<file path="config.mk">
export PLATFORM = sky130hd
export DESIGN_NAME = router_fsm
export DESIGN_NICKNAME = d
export VERILOG_FILES = /design/src/rtl/router_pkg.sv /design/src/rtl/router_fsm.sv
export SDC_FILE = /design/constraint.sdc
export NUM_CORES = 1
export LEC_CHECK = 0
export BUFFER_PORTS_ARGS = -buffer_cell sky130_fd_sc_hd__buf_2
export CELL_PAD_IN_SITES_DETAIL_PLACEMENT = 1
export CELL_PAD_IN_SITES_GLOBAL_PLACEMENT = 1
export CORE_MARGIN = 1.5
export CORE_UTILIZATION = 32
export DETAILED_ROUTE_END_ITERATION = 8
export GPL_ROUTABILITY_DRIVEN = 0
export GPL_TIMING_DRIVEN = 0
export PLACE_DENSITY_LB_ADDON = 0.1
export SLEW_MARGIN = 15
export SYNTH_ARGS = -nofsm -noshare
export SYNTH_HDL_FRONTEND = slang
export SYNTH_SLANG_ARGS = --single-unit
</file>
<file path="constraint.sdc">
create_clock -name clk -period 4.1 [get_ports clk]
set_clock_uncertainty 0.15 [all_clocks]
set_input_delay 0.41 -clock clk [delete_from_list [all_inputs] [get_ports clk]]
set_output_delay 0.41 -clock clk [all_outputs]
set_load 0.05 [all_outputs]
</file>
<file path="src/rtl/router_pkg.sv">
// Shared state encoding, port address constants and flag-select helper
// for the 1x3 router packet-control FSM.
package router_pkg;

  typedef enum logic [2:0] {
    DECODE_ADDRESS     = 3'd0,
    LOAD_FIRST_DATA    = 3'd1,
    LOAD_DATA          = 3'd2,
    FIFO_FULL          = 3'd3,
    LOAD_AFTER_FULL    = 3'd4,
    LOAD_PARITY        = 3'd5,
    CHECK_PARITY_ERROR = 3'd6,
    WAIT_TILL_EMPTY    = 3'd7
  } state_e;

  localparam logic [1:0] PORT0        = 2'd0;
  localparam logic [1:0] PORT1        = 2'd1;
  localparam logic [1:0] PORT2        = 2'd2;
  localparam logic [1:0] ADDR_INVALID = 2'd3;

  // Pick the per-port flag addressed by addr; the invalid address selects nothing.
  function automatic logic port_sel(input logic [2:0] flags, input logic [1:0] addr);
    logic sel;
    case (addr)
      PORT0:        sel = flags[0];
      PORT1:        sel = flags[1];
      PORT2:        sel = flags[2];
      ADDR_INVALID: sel = 1'b0;
    endcase
    return sel;
  endfunction

endpackage

</file>
<file path="src/rtl/router_fsm.sv">
// Packet-control FSM of the 1x3 router: decodes the header address, sequences
// header/payload/parity loading and stalls on a full destination FIFO.
module router_fsm
  import router_pkg::*;
(
  input  logic       clk,
  input  logic       rst,
  input  logic       pkt_valid,
  input  logic [1:0] data_in,
  input  logic       fifo_full,
  input  logic       fifo_empty_0,
  input  logic       fifo_empty_1,
  input  logic       fifo_empty_2,
  input  logic       soft_rst_0,
  input  logic       soft_rst_1,
  input  logic       soft_rst_2,
  input  logic       parity_done,
  input  logic       low_pkt_valid,
  output logic       detect_add,
  output logic       lfd_state,
  output logic       ld_state,
  output logic       laf_state,
  output logic       full_state,
  output logic       write_enb_reg,
  output logic       rst_int_reg,
  output logic       busy
);

  state_e     state_q, state_d;
  logic [1:0] addr_q, addr_d;
  logic [2:0] fifo_empty;
  logic [2:0] soft_rst;

  assign fifo_empty = {fifo_empty_2, fifo_empty_1, fifo_empty_0};
  assign soft_rst   = {soft_rst_2, soft_rst_1, soft_rst_0};

  always_ff @(posedge clk) begin
    if (!rst) begin
      state_q <= DECODE_ADDRESS;
      addr_q  <= '0;
    end else begin
      state_q <= state_d;
      addr_q  <= addr_d;
    end
  end

  always_comb begin
    state_d = state_q;
    addr_d  = addr_q;
    case (state_q)
      DECODE_ADDRESS: begin
        if (pkt_valid) begin
          addr_d = data_in;
          if (data_in != ADDR_INVALID)
            state_d = port_sel(fifo_empty, data_in) ? LOAD_FIRST_DATA : WAIT_TILL_EMPTY;
        end
      end
      LOAD_FIRST_DATA: state_d = LOAD_DATA;
      LOAD_DATA: begin
        if (fifo_full)       state_d = FIFO_FULL;
        else if (!pkt_valid) state_d = LOAD_PARITY;
      end
      FIFO_FULL: begin
        if (!fifo_full) state_d = LOAD_AFTER_FULL;
      end
      LOAD_AFTER_FULL: begin
        if (parity_done)        state_d = DECODE_ADDRESS;
        else if (low_pkt_valid) state_d = LOAD_PARITY;
        else                    state_d = LOAD_DATA;
      end
      LOAD_PARITY:        state_d = CHECK_PARITY_ERROR;
      CHECK_PARITY_ERROR: state_d = fifo_full ? FIFO_FULL : DECODE_ADDRESS;
      WAIT_TILL_EMPTY: begin
        if (port_sel(fifo_empty, addr_q)) state_d = LOAD_FIRST_DATA;
      end
      default: state_d = DECODE_ADDRESS;
    endcase
    // Read-timeout soft reset of the addressed port aborts the packet from any busy state.
    if (state_q != DECODE_ADDRESS && port_sel(soft_rst, addr_q))
      state_d = DECODE_ADDRESS;
  end

  always_comb begin
    detect_add    = (state_q == DECODE_ADDRESS);
    lfd_state     = (state_q == LOAD_FIRST_DATA);
    ld_state      = (state_q == LOAD_DATA);
    laf_state     = (state_q == LOAD_AFTER_FULL);
    full_state    = (state_q == FIFO_FULL);
    write_enb_reg = (state_q == LOAD_DATA) || (state_q == LOAD_PARITY) ||
                    (state_q == LOAD_AFTER_FULL);
    rst_int_reg   = (state_q == CHECK_PARITY_ERROR);
    busy          = !((state_q == DECODE_ADDRESS) || (state_q == LOAD_DATA));
  end

endmodule

</file>
---- Word level (Yosys, flattened, before mapping) ----
Index checks and enable logic that the tools add are counted.
storage, ports and cells
  flip-flop bits (word level) ............. 5
  input bits .............................. 14
  logic and storage cells ................. 52
cells by class
  equal/unequal tests ..................... 19
  mux-type cells .......................... 18
  bitwise gates (word level) .............. 1
  reduce and logical (&&, ||, !) cells .... 12
operator list
  operator                                              number
  two-way mux 3 bit                                     9
  case mux 3 bit (8 select lines)                       1
  equality test 3 bit (second input constant)           4
  case mux 1 bit (4 select lines)                       3
  equality test 2 bit (second input constant)           4
  != test 2 bit (second input constant)                 4
  equality test 3 x 2 -> 1 bit (second input constant)  2
  AND reduction 5 bit                                   1
  equality test 2 x 1 -> 1 bit (second input constant)  2
  logical NOT 2 bit                                     2
  two-way mux 1 bit                                     4
  equality test 3 x 1 -> 1 bit (second input constant)  1
  logical NOT 3 bit                                     1
  logical OR 1 bit                                      3
  != test 3 bit (second input constant)                 1
  nonzero test 3 bit                                    1
  two-way mux 2 bit                                     1
  != test 2 x 1 -> 1 bit (second input constant)        1
  AND reduction 2 bit                                   1
  OR reduction 2 bit                                    1
  logical AND 1 bit                                     1
  logical NOT 1 bit                                     1
  NOT 1 bit                                             1

---- Depth between registers and ports, before layout ----
Gate-level depths: netlist (run 1).
  depth after elaboration ................. 9
  depth in mapped cells ................... 7
  mapped depth without buffers ............ 6

---- Worst setup path before layout (run 1) ----
No wires, ideal clock.
  path kind ............................... register to output
  start ................................... register state_q[2]
  end ..................................... output write_enb_reg
  data arrival time ....................... 1.710 ns
  data required time ...................... 3.540 ns
  slack ................................... 1.830 ns
  stages on the path, launching flop included .. 4
  path through ............................ dfxtp_1 > buf_6 > nand2b_2 > o21ai_0
between the ends
  longest elaborated chain between the ends .. 3
RTL lines
  what                                                                 line              source
  from (decl)                                                          router_fsm.sv:29  state_e state_q, state_d;
  from (signal assigned)                                               router_fsm.sv:42  state_q <= state_d;
  equality test 3 x 2 -> 1 bit or equality test 3 bit (tied branches)  router_fsm.sv:89  write_enb_reg = (state_q == LOAD_DATA) || (state_q == LOAD_PARITY) ||
  logical OR 1 bit                                                     router_fsm.sv:89
  logical OR 1 bit *                                                   router_fsm.sv:89
  to (decl)                                                            router_fsm.sv:24  output logic write_enb_reg,
Every way passes the cells marked *; elsewhere a longest branch is shown, timed or not.

---- Worst setup path in the final report (run 1) ----
  start ................................... register state_q[1]
  end ..................................... output detect_add
between the ends
  longest elaborated chain between the ends .. 1
RTL lines
  what               line              source
  logical NOT 3 bit  router_fsm.sv:84  detect_add = (state_q == DECODE_ADDRESS);
  to (decl)          router_fsm.sv:19  output logic detect_add,
No other way between the ends.

==> qor.log, run 1 <==
INFO  outcome        status=completed
INFO  clock_tree     clk_path_buf_depth=2
INFO  power_and_ir_drop pwr_density_cell=856nW/um^2
INFO  detailed_routing count_of_antenna_violating_nets_left_after_detailed_routing=0
INFO  clock_tree     numClockSinks=5
INFO  hold_path      min-delay-path-class=in2reg
INFO  yosys          yosys.cell_types.count=31
INFO  floorplan      die-height=42.0um
INFO  clock_tree     clk_transition_reported_paths=40ps
INFO  placed_design  dpl_cell_area=609um^2
INFO  timing         fin_crit_sh=47.9%
INFO  cells_and_area num-nets-final=104
INFO  worst_setup_path worst_path_max_delay_cell=or3_4
INFO  floorplan      boundaryPins=22
INFO  yosys          synth_async_sr_flop_share=0%
INFO  cells_and_area diodes=0
INFO  timing         clock.fmax=509MHz
INFO  clock_tree     htreeDepth=1
INFO  power_and_ir_drop worst_ir_drop_vdd=0.000342V
INFO  placed_design  port_buffers=21
INFO  floorplan      number_of_standard_cell_rows_in_the_floorplan=13
INFO  yosys          synth-edff-count=0
INFO  run            cap_violations=0
INFO  hold_path      whs_path_depth=2
INFO  clock_tree     post-cts-setup-buffer-count=0
INFO  floorplan      die_w=42.0um
INFO  global_route   grt_pass1_vias=531
INFO  power_and_ir_drop static-leakage-power=0.293nW
INFO  worst_setup_path path_class=reg2out
INFO  placed_design  place_hpwl=1080um
INFO  worst_setup_path worst-r2r-cell-count=5
INFO  timing         setup_viol_count_final=0
INFO  yosys          syn-mean-instance-area=7.59um^2
INFO  global_route   gr-usage-all-layers=17.4%
INFO  cells_and_area drive_above_1_share=38.2%
INFO  timing         timing_hold_violations_final=0
INFO  clock_tree     clock_insertion_delay_worst_skew=230ps
INFO  detailed_routing drc=0
INFO  worst_setup_path worstPathCellList=or3_4 > inv_2 > buf_2
INFO  timing         grt_setup_unrepaired=no
INFO  timing         timing_worst_slew_pin_value=334ps
INFO  worst_setup_path critPathArrivalTime=1400ps
INFO  worst_setup_path worst_setup_path_end_kind=output port
INFO  detailed_routing num_vias=533
INFO  floorplan      core_region_area=1350um^2
INFO  floorplan      dieArea=1760um^2
INFO  yosys          ys_seq_area_share=20.6%
INFO  yosys          syn_inst=64
INFO  timing         holdWs=297ps
INFO  cells_and_area layout.cell_area.non_filler=636um^2
INFO  detailed_routing dr.pass1.iters=4
INFO  clock_tree     tritoncts=built
INFO  yosys          syn_area=485um^2
INFO  yosys          mappedNetlistNets=78
INFO  worst_setup_path largest_fanout_on_the_critical_path=6
INFO  worst_setup_path timing.critical_path.from_type=register
INFO  detailed_routing wirelength=1310um
INFO  clock_tree     numCtsBuffers=3
INFO  global_route   grt_antenna_before_repair=0
INFO  detailed_routing first_iter_violations=3
INFO  detailed_routing detail_route.wl_per_cell=12.6um
INFO  timing         drv_slew=0
INFO  detailed_routing avgViaCountPerCell=5.13
INFO  yosys          synth-warning-count=0
INFO  yosys          synth.ff_latch_count=5
INFO  clock_tree     cts_root_buf=clkbuf_4
INFO  yosys          ys_dominant_reg_cell=dfxtp_1
INFO  cells_and_area area_delta_synth_final=30.9%
INFO  global_route   grt_first_pass_wirelength=2330um
INFO  timing         setup_total_negative_slack=0ps
INFO  floorplan      starting_density=36.0%
INFO  timing         slew_headroom=77.7%
INFO  clock_tree     cts.repair.resized=0
INFO  global_route   grt_start_max_net_pins=11
INFO  worst_setup_path critPathMaxStageDelay=430ps
INFO  worst_setup_path cp_data_required_time=3540ps
INFO  global_route   global_route.overflow_total=0
INFO  timing         finalCriticalPeriod=1960ps
INFO  clock_tree     ctsHoldBuffers=0
-- state kept, by name (all words and copies together) (netlist names) --
name / count
state_q: 3
addr_q: 2
-- metrics by stage --
| stage | utilization, % | cells | power, mW | setup WS, ps |
|---|---|---|---|---|
| floorplan | - | 64 | 0.404 | 1830 |
| global placement | 45.1 | 100 | 0.487 | 2300 |
| detailed placement | 45.1 | 100 | 0.491 | 2290 |
| CTS | 47.1 | 104 | 0.550 | 2120 |
| global route | 47.1 | 104 | 0.585 | 2070 |
| finish | 47.1 | 104 | 0.544 | 2140 |
-- critical path: cells and delay by family (launching register included) --
kind	cells	cell delay (ps)
flops	1	370
simple gates	1	430
buf+inv	2	370
-- cell type report --
class                      count  area [um^2]
buffer                         2         18.8
inverter                       5         18.8
multi-input combinational     52          348
tap                           15         18.8
clock buffer                   4         26.3
fill                         182          714
sequential                     5          100
timing repair buffer          21          105
-- where the power goes --
part           switching, mW  internal, mW
Sequential            0.0201        0.0662
Combinational          0.277         0.126
Clock                 0.0179        0.0366
-- cells in the mapped netlist (all sizes together), types with 3 or more instances --
cell type	instances	area, um^2
inv	5	18.8
a21oi	7	35.0
nor2	5	18.8
nand2b	3	21.3
nand3	3	15.0
nand2	9	33.8
dfxtp	5	100
-- layout by cell type, fill, tap and decap left out, types with 2 or more instances in the layout --
cell type and n:
inv_1 3, a21oi_1 7, a21boi_1 2, dfxtp_1 5, o211ai_1 2, and3_1 2, o21ai_0 2, nand2b_1 2
clkbuf_4 3, nand3_1 3, nor2_1 5, mux2i_1 2, buf_2 21, inv_2 2, nand2_1 9
-- final timing paths --
kind | start | endpoint | slack [ps]
min | rst | addr_q[1] | 300
min reg2reg | addr_q[1] | addr_q[1] | 360
max reg2reg | addr_q[0] | state_q[1] | 2320
max | state_q[1] | detect_add | 2140
-- cell families after synthesis --
logic type	after synthesis	share of synthesized area (%)
buf+inv	7	7.73
compound gates	16	25.0
mux	3	7.22
flops	5	20.6
simple gates	33	39.4
-- routing by layer --
| layer | track usage [%] | vias up | part of all wire [%] |
|---|---|---|---|
| met3 | 3.48 | 0 | 4.7 |
| met5 | 0 | - | 0 |
| met1 | 23.2 | 238 | 49 |
| met2 | 25.9 | 13 | 46 |
| li1 | - | 282 | - |
| met4 | 9.68 | 0 | 0 |
No activity file was read; power rests on OpenSTA's default activity.
==> run 2: changes to the inputs <==
--- a/config.mk
+++ b/config.mk
@@ -9,7 +9,7 @@
 export CELL_PAD_IN_SITES_DETAIL_PLACEMENT = 1
 export CELL_PAD_IN_SITES_GLOBAL_PLACEMENT = 1
 export CORE_MARGIN = 1.5
-export CORE_UTILIZATION = 32
+export CORE_UTILIZATION = 30
 export DETAILED_ROUTE_END_ITERATION = 8
 export GPL_ROUTABILITY_DRIVEN = 0
 export GPL_TIMING_DRIVEN = 0
==> constraint.sdc (replaced) <==
create_clock -name clk -period 1.9 [get_ports clk]
set_clock_uncertainty 0.15 [all_clocks]
set_input_delay 0.19 -clock clk [delete_from_list [all_inputs] [get_ports clk]]
set_output_delay 0.19 -clock clk [all_outputs]
set_load 0.05 [all_outputs]
==> run 2 against run 1 <==
Net effect:
- setup slack got worse by 2000 ps
- non-clock buffer count is the same
- via count up 4.5%
- sequential power rose by 110%
- routed wire length increased by 4.0%
- worst hold slack got worse by 240 ps
- critical path depth grew 2
- global-route usage increased by 0.72 points
- core utilization is 4.5 points lower
- flip-flop and latch count did not move
- largest power group unchanged
- highest routed layer is now met4
==> qor.log, run 2 (synthesis gave the netlist of run 1 again) <==
INFO  worst_setup_path cp_data_required_time=1940ps [-1600 ps]
INFO  worst_setup_path critPathMaxStageDelay=430ps [about the same]
INFO  power_and_ir_drop static-leakage-power=0.295nW [+0.42%]
INFO  cells_and_area final_cell_mix=buf_2, nand2_1, a21oi_1
INFO  clock_tree     cts.repair.resized=0 [unchanged]
INFO  floorplan      boundaryPins=22 [unchanged]
INFO  worst_setup_path worstPathCellList=mux2_4 > a2111oi_4 > nor3_2 > o2111ai_1 > and3b_1
INFO  cells_and_area most_flop_heavy_register=state_q
INFO  global_route   grt_start_max_net_pins=11 [unchanged]
INFO  worst_setup_path ff2ff_setup_slack=120ps [-2200 ps]
INFO  timing         clock.fmax=563MHz
INFO  timing         setup_total_negative_slack=0ps [unchanged]
INFO  timing         grt_setup_unrepaired=no
INFO  cells_and_area diodes=0 [unchanged]
INFO  floorplan      starting_density=32.2% [-3.7 points]
INFO  cells_and_area non_filler_instance_count_after_layout=105 [+0.96%]
INFO  timing         slew_headroom=75.5% [-2.2 points]
INFO  clock_tree     clock_insertion_delay_worst_skew=250ps [+20 ps]
INFO  clock_tree     tritoncts=built
INFO  detailed_routing wirelength=1360um [+4.0%]
INFO  detailed_routing avgViaCountPerCell=5.30 [+3.5%]
INFO  cells_and_area layout_top_registers=state_q (3), addr_q (2)
INFO  placed_design  numPlacedInstances=101 [+1.0%]
INFO  hold_path      min-delay-path-class=in2reg
INFO  outcome        status=completed
INFO  detailed_routing count_of_antenna_violating_nets_left_after_detailed_routing=0 [unchanged]
INFO  cells_and_area layout.cell_area.non_filler=642um^2 [+0.98%]
INFO  clock_tree     numCtsBuffers=3 [unchanged]
INFO  floorplan      dieArea=1870um^2 [+6.2%]
INFO  power_and_ir_drop worst_ir_drop_vdd=0.000759V [+120%]
INFO  cells_and_area num-fill-cells=214 [+18%]
INFO  power_and_ir_drop totalPowerFinal=1.19mW [+120%]
INFO  placed_design  port_buffers=21 [unchanged]
INFO  clock_tree     ctsHoldBuffers=0 [unchanged]
INFO  power_and_ir_drop pwr_density_cell=1850nW/um^2 [+120%]
INFO  cells_and_area flip_flop_count_of_the_largest_register_all_copies_and_words_added=3 [unchanged]
INFO  cells_and_area drive_above_1_share=39.3% [+1.1 points]
INFO  timing         timing_worst_slew_pin_value=368ps [+33.3 ps]
INFO  timing         setup_viol_count_final=0 [unchanged]
INFO  worst_setup_path largest_fanout_on_the_critical_path=5 [-1]
INFO  worst_setup_path path_class=reg2reg
INFO  timing         fin_ws=124ps [-2010 ps]
INFO  floorplan      die-height=43.2um [+3.0%]
INFO  worst_setup_path critPathArrivalTime=1810ps [+410 ps]
INFO  detailed_routing first_iter_violations=4 [+1]
INFO  global_route   grt_pass1_vias=549 [+3.4%]
INFO  timing         fin_crit_sh=93.5%
INFO  global_route   gr-usage-all-layers=18.2% [+0.72 points]
INFO  clock_tree     htreeDepth=1 [unchanged]
INFO  floorplan      number_of_standard_cell_rows_in_the_floorplan=14 [+1]
INFO  floorplan      die_w=43.2um [+3.0%]
INFO  detailed_routing num_vias=557 [+4.5%]
INFO  clock_tree     numClockSinks=5 [unchanged]
INFO  worst_setup_path worst_path_max_delay_cell=dfxtp_1
INFO  worst_setup_path worst_setup_path_end_kind=register
INFO  clock_tree     post-cts-setup-buffer-count=0 [unchanged]
INFO  clock_tree     clk_transition_reported_paths=50ps [about the same]
INFO  run            cap_violations=0 [unchanged]
INFO  detailed_routing dr.pass1.iters=3 [-1]
INFO  timing         drv_slew=0 [unchanged]
INFO  timing         timing_hold_violations_final=0 [unchanged]
INFO  cells_and_area layout.cells.most_common=buf_2
INFO  global_route   grt_antenna_before_repair=0 [unchanged]
INFO  global_route   global_route.overflow_total=0 [unchanged]
INFO  floorplan      core_region_area=1510um^2 [+12%]
INFO  placed_design  place_worst_setup_slack=122ps [-2170 ps]
INFO  placed_design  place_hpwl=1110um [+2.8%]
INFO  clock_tree     clk_path_buf_depth=2 [unchanged]
INFO  detailed_routing drc=0 [unchanged]
INFO  cells_and_area area_delta_synth_final=32.2%
INFO  cells_and_area num-nets-final=104 [unchanged]
INFO  global_route   grt_first_pass_wirelength=2500um [+7.7%]
INFO  worst_setup_path timing.critical_path.from_type=register
INFO  clock_tree     cts_root_buf=clkbuf_4
INFO  timing         finalCriticalPeriod=1780ps
INFO  worst_setup_path cp_num_buf_inv=0 [-2]
INFO  placed_design  dpl_cell_area=616um^2 [+1.0%]
INFO  worst_setup_path worst_path_dominant_cell_family=compound AO/OA/AOI/OAI gates
INFO  detailed_routing detail_route.wl_per_cell=13.0um [+3.1%]
[run 2: layer usage]
metal	GRT usage [%]	up-vias	wire (um)
li1	-	279	-
met1	22.3	261	617
met2	29.3	15	646
met3	8.09	2	87
met4	3.64	0	12
met5	0	-	0
[run 2: worst register-to-register path: stages, from the launching register on]
cell	delay (ps)
dfxtp_1	430
mux2_4	340
a2111oi_4	400
nor3_2	100
o2111ai_1	120
and3b_1	170
[run 2: layout make-up]
cell class	instances	area [um^2]	share of cell area (%)
Multi-Input combinational cell	52	353	55.0
Timing Repair Buffer	21	105	16.4
Sequential cell	5	100	15.6
Clock buffer	4	26.3	4.09
Tap cell	16	20.0	3.12
Buffer	2	18.8	2.92
Inverter	5	18.8	2.92
[run 2: final timing paths]
kind | startpoint | endpoint | cells past startpoint
min | rst | addr_q[0] | 2
min reg2reg | addr_q[1] | addr_q[1] | 2
max reg2reg | addr_q[0] | state_q[1] | 5
max | addr_q[0] | state_q[1] | 5
[run 2: where the power goes]
| part | internal [mW] | switching (mW) | leakage [nW] |
|---|---|---|---|
| logic | 0.276 | 0.601 | 0.239 |
| registers | 0.143 | 0.0418 | 0.0412 |
| clock network | 0.0797 | 0.0481 | 0.0150 |
[run 2: per-stage QoR]
step | utilization, % | hold WS (ps)
after floorplan | - | 186
after global placement | 40.9 | 315
after detailed placement | 40.9 | 316
after CTS | 42.6 | 56.8
after global routing | 42.6 | 71.7
final | 42.6 | 58.0
==> run 3: changes to the inputs <==
--- a/config.mk
+++ b/config.mk
@@ -5,6 +5,7 @@
 export SDC_FILE = /design/constraint.sdc
 export NUM_CORES = 1
 export LEC_CHECK = 0
+export ABC_CLOCK_PERIOD_IN_PS = 1900
 export BUFFER_PORTS_ARGS = -buffer_cell sky130_fd_sc_hd__buf_2
 export CELL_PAD_IN_SITES_DETAIL_PLACEMENT = 1
 export CELL_PAD_IN_SITES_GLOBAL_PLACEMENT = 1
==> constraint.sdc (replaced) <==
create_clock -name clk -period 1.9 [get_ports clk]
set_clock_uncertainty 0.15 [all_clocks]
set_input_delay 0.095 -clock clk [delete_from_list [all_inputs] [get_ports clk]]
set_output_delay 0.095 -clock clk [all_outputs]
set_load 0.05 [all_outputs]
==> run 3 against run 2 <==
Net effect:
- non-clock buffer count grew 3
- clock power hardly changed
- register-to-register slack improved by 20 ps
- sequential power barely moved
- power decreased by 0.56%
- critical path type unchanged
- via count is 1.8% higher
- setup slack gained 17 ps
- fmax is 0.95% higher
- combinational power fell by 0.5%
- routed wire length rose by 1.8%
- worst hold slack got worse by 36 ps
==> qor.log, run 3 (synthesis gave the netlist of run 1 again) <==
INFO  outcome        status=completed
INFO  detailed_routing num_vias=567 [+1.8%]
INFO  cells_and_area layout_top_registers=state_q (3), addr_q (2)
INFO  global_route   grt_antenna_before_repair=0 [unchanged]
INFO  timing         slew_headroom=76.0% [+0.55 points]
INFO  worst_setup_path largest_fanout_on_the_critical_path=5 [unchanged]
INFO  run            cap_violations=0 [unchanged]
INFO  timing         grt_setup_unrepaired=no
INFO  detailed_routing wirelength=1390um [+1.8%]
INFO  placed_design  port_buffers=21 [unchanged]
INFO  worst_setup_path worst_setup_path_end_kind=register
INFO  floorplan      core_region_area=1510um^2 [unchanged]
INFO  clock_tree     cts.repair.resized=0 [unchanged]
INFO  global_route   global_route.overflow_total=0 [unchanged]
INFO  worst_setup_path path_class=reg2reg
INFO  timing         setup_total_negative_slack=0ps [unchanged]
INFO  global_route   gr-usage-all-layers=17.6% [-0.55 points]
INFO  clock_tree     numClockSinks=5 [unchanged]
INFO  clock_tree     ctsHoldBuffers=3 [+3]
INFO  detailed_routing avgViaCountPerCell=5.25 [-1.0%]
INFO  detailed_routing first_iter_violations=7 [+3]
INFO  power_and_ir_drop fraction_of_power_consumed_by_combinational_cells=73.8% [about the same]
INFO  floorplan      dieArea=1870um^2 [unchanged]
INFO  global_route   grt_pass1_vias=570 [+3.8%]
INFO  worst_setup_path timing.critical_path.from_type=register
INFO  worst_setup_path critPathArrivalTime=1800ps [about the same]
INFO  power_and_ir_drop worst_ir_drop_vdd=0.000651V [-14%]
INFO  timing         fin_crit_sh=92.6% [-0.88 points]
INFO  timing         timing_hold_violations_final=0 [unchanged]
INFO  timing         timing_worst_slew_pin_value=359ps [-8.21 ps]
INFO  power_and_ir_drop totalPowerFinal=1.18mW [-0.56%]
INFO  clock_tree     clk_path_buf_depth=2 [unchanged]
INFO  power_and_ir_drop p_sw_share=57.7% [-0.36 points]
INFO  placed_design  place_hpwl=1060um [-4.6%]
INFO  detailed_routing dr.pass1.iters=4 [+1]
INFO  power_and_ir_drop clock_share_of_power=10.7% [about the same]
INFO  clock_tree     cts_root_buf=clkbuf_4
INFO  cells_and_area drive_above_1_share=37.0% [-2.4 points]
INFO  timing         setup_viol_count_final=0 [unchanged]
INFO  global_route   grt_first_pass_wirelength=2380um [-5.0%]
INFO  hold_path      min-delay-path-class=in2reg
INFO  global_route   grt_start_max_net_pins=11 [unchanged]
INFO  floorplan      boundaryPins=22 [unchanged]
INFO  power_and_ir_drop switchingPower=0.683mW [-1.2%]
INFO  clock_tree     clock_insertion_delay_worst_skew=250ps [about the same]
INFO  cells_and_area num-nets-final=107 [+2.9%]
INFO  power_and_ir_drop seq_power_share=15.5% [about the same]
INFO  floorplan      starting_density=32.2% [unchanged]
INFO  detailed_routing count_of_antenna_violating_nets_left_after_detailed_routing=0 [unchanged]
INFO  clock_tree     htreeDepth=1 [unchanged]
INFO  power_and_ir_drop static-leakage-power=0.306nW [+3.9%]
INFO  floorplan      die-height=43.2um [unchanged]
INFO  clock_tree     post-cts-setup-buffer-count=0 [unchanged]
INFO  cells_and_area flip_flop_count_of_the_largest_register_all_copies_and_words_added=3 [unchanged]
INFO  clock_tree     tritoncts=built
INFO  power_and_ir_drop pwr_density_cell=1770nW/um^2 [-4.3%]
INFO  floorplan      number_of_standard_cell_rows_in_the_floorplan=14 [unchanged]
INFO  cells_and_area area_delta_synth_final=37.4%
INFO  timing         finalCriticalPeriod=1760ps [-16.7 ps]
INFO  detailed_routing detail_route.wl_per_cell=12.9um [-0.99%]
INFO  clock_tree     clk_transition_reported_paths=40ps [about the same]
INFO  timing         clock.fmax=568MHz [+0.95%]
INFO  cells_and_area diodes=0 [unchanged]
INFO  worst_setup_path cp_data_required_time=1940ps [about the same]
INFO  clock_tree     numCtsBuffers=3 [unchanged]
INFO  cells_and_area most_flop_heavy_register=state_q
INFO  timing         drv_slew=0 [unchanged]
INFO  power_and_ir_drop cellInternalPower=0.500mW [+0.30%]
INFO  cells_and_area final_cell_mix=buf_2, nand2_1, a21oi_1
INFO  cells_and_area layout.cells.most_common=buf_2
INFO  floorplan      die_w=43.2um [unchanged]
INFO  detailed_routing drc=0 [unchanged]
run 3: cell types whose count changed in the layout (fill, tap and decap cells not counted):
cell	before	now
dlygate4sd3_1	0	3
nor3_2	2	1
nor3_1	0	1
run 3: critical path: stages (launching register included):
cell	delay (ps)
dfxtp_1	440
mux2_4	340
a2111oi_4	390
nor3_2	100
o2111ai_1	110
and3b_1	170
run 3: metrics by stage:
| step | std cells | util, % | hold WS (ps) | worst slack [ps] | instance area, um^2 |
|---|---|---|---|---|---|
| 2_1_floorplan | 64 | - | 91.4 | 69.1 | 485 |
| 3_3_place_gp | 101 | 40.5 | 220 | 138 | 611 |
| 3_5_place_dp | 101 | 40.5 | 225 | 133 | 611 |
| 4_1_cts | 108 | 44.3 | 14.1 | 122 | 667 |
| 5_1_grt | 108 | 44.3 | 32.2 | 30.8 | 667 |
| 6_report | 108 | 44.3 | 21.7 | 140 | 667 |
run 3: power groups by stage:
stage               Clock (mW)  Combinational, mW  Sequential [mW]
finish                   0.127              0.873            0.183
global route             0.139              0.949            0.190
CTS                      0.133              0.882            0.183
detailed placement           0              0.872            0.184
global placement             0              0.871            0.183
floorplan                    0              0.701            0.173
run 3: final cells by class:
class	count	area, um^2
inverters	5	18.8
plain buffers	2	18.8
well taps	16	20.0
clock buffers	4	26.3
multi-input cells	52	348
fillers	209	840
flip-flops and latches	5	100
repair buffers	24	135
run 3: final timing paths:
| kind | from | to | slack [ps] | cells past startpoint |
|---|---|---|---|---|
| min reg2reg | addr_q[1] | addr_q[1] | 370 | 2 |
| min | pkt_valid | addr_q[1] | 20 | 3 |
| max | addr_q[0] | state_q[1] | 140 | 5 |
| max reg2reg | addr_q[0] | state_q[1] | 140 | 5 |
run 3: metal layers:
metal | vias up | routed length [um] | GRT usage, %
li1 | 284 | - | -
met5 | - | 0 | 0
met1 | 259 | 558 | 18.3
met3 | 4 | 97 | 5.53
met2 | 20 | 709 | 31.9
met4 | 0 | 23 | 7.27
